$ cat config.mk
export PLATFORM = sky130hd
export DESIGN_NAME = issue_arb
export DESIGN_NICKNAME = d
export VERILOG_FILES = /design/src/rtl/issue_arb.sv
export SDC_FILE = /design/constraint.sdc
export NUM_CORES = 1
export LEC_CHECK = 0
export ABC_CLOCK_PERIOD_IN_PS = 2300
export BUFFER_PORTS_ARGS = -buffer_cell sky130_fd_sc_hd__buf_2
export CAP_MARGIN = 20
export CORE_AREA = 2 2 105 107
export CTS_BUF_LIST = sky130_fd_sc_hd__clkbuf_4 sky130_fd_sc_hd__clkbuf_8
export DETAILED_ROUTE_END_ITERATION = 16
export DIE_AREA = 0 0 107 109
export PLACE_DENSITY_LB_ADDON = 0.15
export SLEW_MARGIN = 20
export SYNTH_ARGS = -nofsm -noshare
export SYNTH_HDL_FRONTEND = slang
export SYNTH_SLANG_ARGS = --single-unit
$ cat constraint.sdc
create_clock -name clk -period 2.3 [get_ports clk]
set_input_delay 0.575 -clock clk [delete_from_list [all_inputs] [get_ports clk]]
set_output_delay 0.575 -clock clk [all_outputs]
set_load 0.03 [all_outputs]
$ cat src/rtl/issue_arb.sv
// issue_arb: N-channel issue arbiter feeding one shared PRF-read/FU issue slot.
// It offers fixed-priority or round-robin selection, masks channels whose FU
// is busy, promotes channels that keep losing, and holds the winner in a
// registered valid/ready output stage.
module issue_arb #(
  parameter int N_CH       = 3,
  parameter int WIDTH      = 64,
  parameter int MODE       = 0,
  parameter int STARVE_MAX = 8,
  parameter int CH_W       = (N_CH > 1) ? $clog2(N_CH) : 1
) (
  input  logic                    clk,
  input  logic                    rst_n,
  input  logic                    flush_i,
  input  logic [N_CH-1:0]         req_valid_i,
  input  logic [N_CH*WIDTH-1:0]   req_data_i,
  input  logic [N_CH-1:0]         fu_busy_i,
  output logic [N_CH-1:0]         req_ready_o,
  output logic                    iss_valid_o,
  output logic [CH_W-1:0]         iss_ch_o,
  output logic [WIDTH-1:0]        iss_data_o,
  input  logic                    iss_ready_i
);

  // Starvation counters saturate at STARVE_MAX; keep at least one bit when disabled.
  localparam int            SW        = (STARVE_MAX > 0) ? $clog2(STARVE_MAX + 1) : 1;
  localparam logic [SW-1:0] SMAX      = SW'(STARVE_MAX);
  localparam bit            STARVE_EN = (STARVE_MAX != 0);

  logic [N_CH-1:0]  eligible;
  logic [N_CH-1:0]  starved;
  logic             can_load;
  logic             grant_en;
  logic             found;
  logic             grant;
  logic [CH_W-1:0]  gidx;
  logic [WIDTH-1:0] gdata;
  logic [CH_W-1:0]  rr_ptr;
  logic [SW-1:0]    starve_cnt [N_CH];

  // Select the winning channel and drive the one-hot grant and its payload.
  always_comb begin
    // NOTE: every output of this block gets a default first, so no path leaves one unassigned and no latch is inferred.
    eligible    = req_valid_i & ~fu_busy_i;
    can_load    = ~iss_valid_o | iss_ready_i;
    grant_en    = rst_n & ~flush_i & can_load;
    starved     = '0;
    found       = 1'b0;
    gidx        = '0;
    req_ready_o = '0;
    gdata       = '0;

    for (int i = 0; i < N_CH; i++) begin
      starved[i] = STARVE_EN && eligible[i] && (starve_cnt[i] == SMAX);
    end

    if (|starved) begin
      // Descending scan so the lowest starved index is the last one written.
      for (int i = N_CH - 1; i >= 0; i--) begin
        if (starved[i]) begin
          found = 1'b1;
          gidx  = CH_W'(i);
        end
      end
    end else begin
      // Lowest eligible index: the fixed-priority winner and the round-robin wrap target.
      for (int i = N_CH - 1; i >= 0; i--) begin
        if (eligible[i]) begin
          found = 1'b1;
          gidx  = CH_W'(i);
        end
      end
      // Round-robin prefers the lowest eligible index at or above the pointer.
      if (MODE == 1) begin
        for (int i = N_CH - 1; i >= 0; i--) begin
          if (eligible[i] && (CH_W'(i) >= rr_ptr)) begin
            gidx = CH_W'(i);
          end
        end
      end
    end

    grant = found & grant_en;

    for (int i = 0; i < N_CH; i++) begin
      if (grant && (gidx == CH_W'(i))) begin
        req_ready_o[i] = 1'b1;
        gdata          = req_data_i[i*WIDTH +: WIDTH];
      end
    end
  end

  // Output register: load on grant, drop valid on consume, clear on flush/reset.
  always_ff @(posedge clk) begin
    // NOTE: sequential state uses non-blocking assignments so every register samples pre-edge values.
    if (!rst_n) begin
      iss_valid_o <= 1'b0;
      iss_ch_o    <= '0;
      iss_data_o  <= '0;
    end else if (flush_i) begin
      iss_valid_o <= 1'b0;
    end else if (grant) begin
      iss_valid_o <= 1'b1;
      iss_ch_o    <= gidx;
      iss_data_o  <= gdata;
    end else if (iss_ready_i) begin
      iss_valid_o <= 1'b0;
    end
  end

  // Round-robin pointer: moves just past the winner; stays 0 in fixed mode.
  always_ff @(posedge clk) begin
    if (!rst_n || flush_i) begin
      rr_ptr <= '0;
    end else if ((MODE == 1) && grant) begin
      rr_ptr <= (gidx == CH_W'(N_CH - 1)) ? '0 : gidx + 1'b1;
    end
  end

  // Per-channel lost-arbitration counters driving the starvation override.
  always_ff @(posedge clk) begin
    for (int i = 0; i < N_CH; i++) begin
      // NOTE: this small counter array is reset element by element; it is state, not a RAM.
      if (!rst_n || flush_i) begin
        starve_cnt[i] <= '0;
      end else if ((grant && (gidx == CH_W'(i))) || !req_valid_i[i]) begin
        starve_cnt[i] <= '0;
      end else if (eligible[i] && can_load && grant && (starve_cnt[i] != SMAX)) begin
        starve_cnt[i] <= starve_cnt[i] + 1'b1;
      end
    end
  end

endmodule

# After elaboration in Yosys (flattened, before gate mapping)
# Memory sizes are Yosys's and may differ from the RTL's.
# Index checks and enable logic that the tools add are counted.
[classes]
addsub = 3
n_eq_ne = 8
n_mux = 51
n_bitwise = 15
n_reduce_logical = 28
[op_table]
columns = ["cell", "n"]
rows = [
  ["two-way mux 64 bit", 3],
  ["two-way mux 1 bit", 35],
  ["two-way mux 4 bit", 6],
  ["logical AND 1 bit", 15],
  ["two-way mux 2 bit", 7],
  ["adder 4 x 1 -> 4 bit (second input constant)", 3],
  ["== test 4 bit (second input constant)", 3],
  ["!= test 4 bit (second input constant)", 3],
  ["bitwise OR 1 bit", 7],
  ["logical NOT 1 bit", 4],
  ["logical OR 1 bit", 4],
  ["AND 1 bit", 3],
  ["AND 3 bit", 1],
  ["NOT 1 bit", 3],
  ["NOT 3 bit", 1],
  ["OR reduction 3 bit", 1],
  ["== test 2 x 1 -> 1 bit (second input constant)", 1],
  ["== test 2 bit (second input constant)", 1],
  ["logical NOT 2 bit", 1],
  ["AND reduction 2 bit", 1],
  ["nonzero test 2 bit", 1],
  ["OR reduction 2 bit", 1],
]
[totals]
reg_bits = 67
mem_bits_rw = 12
input_bits = 202
out_inout_bits = 70
word_cells = 109
mem_count = 1
[mem_list]
columns = ["memory", "depth", "width", "rd", "rd_ports_with_merged_regs", "write_ports", "line_no", "text"]
rows = [
  ["starve_cnt", 3, 4, 3, 0, 3, "39", "logic [SW-1:0] starve_cnt [N_CH];"],
]

# Longest topological paths before layout
[logic_depth]
ltp_word = 15
depth_mapped = 9
ltp_nobuf = 7

# Least setup slack after synthesis
# OpenSTA, ideal clock, no wires.
[synth_timing]
kind = "input -> output"
start = "input port rst_n"
end = "output port req_ready_o[1]"
t_arrival_ns = 1.786
required_time_ns = 1.725
slack_ns = -0.061
cell_stages = 5
path_buffers = 2
cell_sequence = "nor2b_1 > buf_4 > nand2_2 > nor4_2 > clkbuf_1"
[synth_via]
elab_chain_len = 5
[synth_rtl]
columns = ["item", "line_no", "text"]
rows = [
  ["from (decl)", "13", "input logic rst_n,"],
  ["AND 1 bit (2 in series)", "46", "grant_en = rst_n & ~flush_i & can_load;"],
  ["AND 1 bit", "83", "grant = found & grant_en;"],
  ["logical AND 1 bit", "86", "if (grant && (gidx == CH_W'(i))) begin"],
  ["two-way mux 1 bit", "86", ""],
  ["to (decl)", "18", "output logic [N_CH-1:0] req_ready_o,"],
]
# Every way passes these cells.

==> results by group <==
Timing
  • Worst-Margin Slew: 0.405 ns
  • Final Hold Vio Count: 0
  • Pins over their slew limit: 0
  • Fin crit period: 2.42 ns
  • Final setup margin: -0.120 ns
  • Slew Limit Headroom: 72.6%
  • Fmax: 413 MHz
  • Clk_skew: 0.0152 ns
  • RSZ-0062 raised after global routing: yes
  • # setup viols final: 3
  • Period Utilization, post-route: 105%

Finish
  • Final Util: 51.3%
  • Most frequent cells in the layout: 268 x buf_2, 130 x nand2_1, 67 x dfxtp_1, 64 x a222oi_1, 18 x buf_4
  • Layout net count: 865
  • # diodes: 0
  • Layout cell share with drive strength beyond 1: 49.1%
  • Filler cells: 1021
  • Layout Cell Area excl Fill: 5440 um2
  • Layout Area Growth over Synthesis: 55.1%
  • Most common cell after layout, fill and taps aside: buf_2
  • Layout Cells excl Fill: 802

Detailed routing
  • Avg WL per Cell: 15.8 um
  • DRT antenna net count: 0
  • First DRT Iteration DRCs: 361
  • DR DRC count: 0
  • Final WL: 12.7 mm
  • Via count: 4128
  • Vias per cell: 5.15
  • TritonRoute pass-1 iters: 9

Die
  • Die Ht: 109 um
  • Starting Density: 33.1%
  • Die Width: 107 um
  • Rows: 38
  • Core box area: 10600 um2
  • I/O pins: 272
  • Die area: 11700 um2

Global routing
  • Vias in the first global route: 3869
  • Global Route Usage Sum: 20.0%
  • Pin count of the biggest net entering global routing: 35
  • GRT met3 Usage: 4.36%
  • M2 GR Usage: 35.3%
  • Total gr overflow: 0
  • Layer with the highest usage: met2
  • Initial antenna violation count: 0
  • GR Util met1: 23.1%
  • First-pass GRT wire length: 18.3 mm

Clock network
  • Clock Tree Root: clkbuf_8
  • H-tree levels: 3
  • Clock latency at the later pin of the worst-skew pair: 0.36 ns
  • Hold Buf Count CTS: 0
  • Clock Sinks: 79
  • CTS Buf Count: 9
  • TritonCTS clock tree: yes
  • Clk pin slew, worst setup/hold paths: 0.09 ns
  • CTS Buffer Depth: 2

Yosys
  • Largest family of logic cells by synthesized area: simple AND/OR/NAND/NOR gates
  • Ys async rst share: 0%
  • Distinct cells, synth: 34
  • Syn nets: 587
  • Post-Syn Instances: 379
  • Primary FF master, synth: dfxtp_1
  • Seq/Total Area, Yosys: 48.5%
  • Mapped Area: 3510 um2
  • Share of the synthesized area in the top cell type: 38.2%
  • Mux cell area share after synthesis: 0%
  • Post-synth EDFFs: 12
  • Synth area leaders: dfxtp_1 38%, a222oi_1 18%, nand2_1 14%
  • Synth Area in XOR/XNOR: 1.50%
  • Mean Syn Cell Area: 9.26 um2
  • #FFs+latches synth: 79
  • Adder-cell area share of the yosys netlist: 2.14%
  • Synth Area in Compound Gates: 20.9%
  • Simple-gate portion of the synthesized area: 21.3%
  • YS warnings: 0
  • Post-synth top area cell: dfxtp_1

Critical path
  • Critical path's slowest cell: edfxtp_1
  • Critical Path Sink Type: output port
  • Critical Path RT: 1.73 ns
  • Cell chain of the critical path: inv_1 > ha_2 > and3b_2 > nand2_4 > a2111oi_4 > buf_4
  • Kind of critical path: flip-flop to output port
  • Critical Path Max Stage Delay: 0.39 ns
  • Worst Path Max Fanout: 2
  • Crit start category: flip-flop
  • Arrival @ worst endpoint: 1.84 ns

Outcome
  • Failing checks: negative setup slack
  • Status: complete, but fails checks

Power and ir drop
  • Worst vdd ir: 0.284 mV
  • Overall power: 3.43 mW
  • Leak: 2.86 nW
  • Power Dens Cells: 631 nW/um2

Placement
  • GPL Wtd Cong: 0.854
  • I/O Buffers: 271
  • Dpl cells: 774
  • Post-DP HPWL: 9.23 mm
  • Placed cell area: 5000 um2

Flow run
  • Max Cap Violations: 0

Min path
  • Tightest Hold Check Type: primary input to flip-flop
[layout make-up]
| class | instances | area, um2 | share of cell area, % |
|---|---|---|---|
| flip-flops and latches | 79 | 1700 | 31.3 |
| multi-input cells | 263 | 1660 | 30.4 |
| repair buffers | 296 | 1650 | 30.4 |
| well taps | 140 | 175 | 3.22 |
| clock buffers | 11 | 145 | 2.67 |
| clock inverters | 5 | 81.3 | 1.49 |
| inverters | 8 | 30.0 | 0.552 |
[synth_stat cells (all sizes together) (2+ instances only)]
cell type and number:
nor3 2, buf 26, a21oi 4, nand2b 4, inv 8, edfxtp 12, nor2b 6, ha 6
xor2 3, xnor2 3, dfxtp 67, nand2 132, clkbuf 3, and2 2, nor2 15, nand3 5
nand3b 3, a222oi 64, and3b 2
[report_power, final]
group,internal [mW],switching [mW]
Clock,0.653,0.518
Combinational,0.295,0.412
Sequential,1.50,0.0557
Total,2.45,0.986
[critical path: cells and delay by family, from the launching register on]
family	cells	cell delay (ns)
adder cells (fa/ha/maj)	1	0.17
AND/OR/NAND/NOR	2	0.29
AO/OA/AOI/OAI	1	0.35
buffers and inverters	2	0.29
flip-flops	1	0.39
[layer usage]
layer	routed length, um	vias up
met2	6480	227
met4	264	0
li1	-	1977
met5	0	-
met1	4910	1904
met3	1010	20
[what timing repair did]
| action | CTS | global route |
|---|---|---|
| setup buffers | 9 | 1 |
| pin swaps | 4 | 5 |
| gates resized for setup | 8 | 14 |
| gates cloned | 0 | 3 |
| endpoints found under the setup margin | 3 | 37 |
[logic make-up (layout without fill, tap and decap cells)]
kind of cell	after synthesis	after routing
adders and majority gates	6	6
DFF	79	79
buffers and inverters	37	320
xor gates and xnor gates	6	6
AOI/OAI and AO/OA	75	75
and+or+nand+nor	176	176
[registers in the layout, summed over array words and instances (netlist names)]
name / count
starve_cnt: 12
iss_ch_o: 2
iss_valid_o: 1
iss_data_o: 64
[worst paths after layout]
check / from / end / slack [ns] / cells past startpoint
setup reg to reg: starve_cnt[2][0] / starve_cnt[2][3] / 0.17 / 8
hold / removal: req_data_i[64] / iss_data_o[0] / 0.39 / 3
hold reg to reg: iss_data_o[42] / iss_data_o[42] / 0.48 / 2
setup / recovery: starve_cnt[2][0] / req_ready_o[2] / -0.12 / 6
[metrics by stage]
step	hold slack (ns)	setup TNS [ns]	setup WS [ns]
2_1_floorplan	0.579	0	0.106
3_3_place_gp	0.453	0	0.0677
3_5_place_dp	0.458	0	0.0411
4_1_cts	0.371	-0.293	-0.141
5_1_grt	0.365	-0.514	-0.212
6_report	0.390	-0.199	-0.120
No activity file was read; power rests on OpenSTA's default activity.
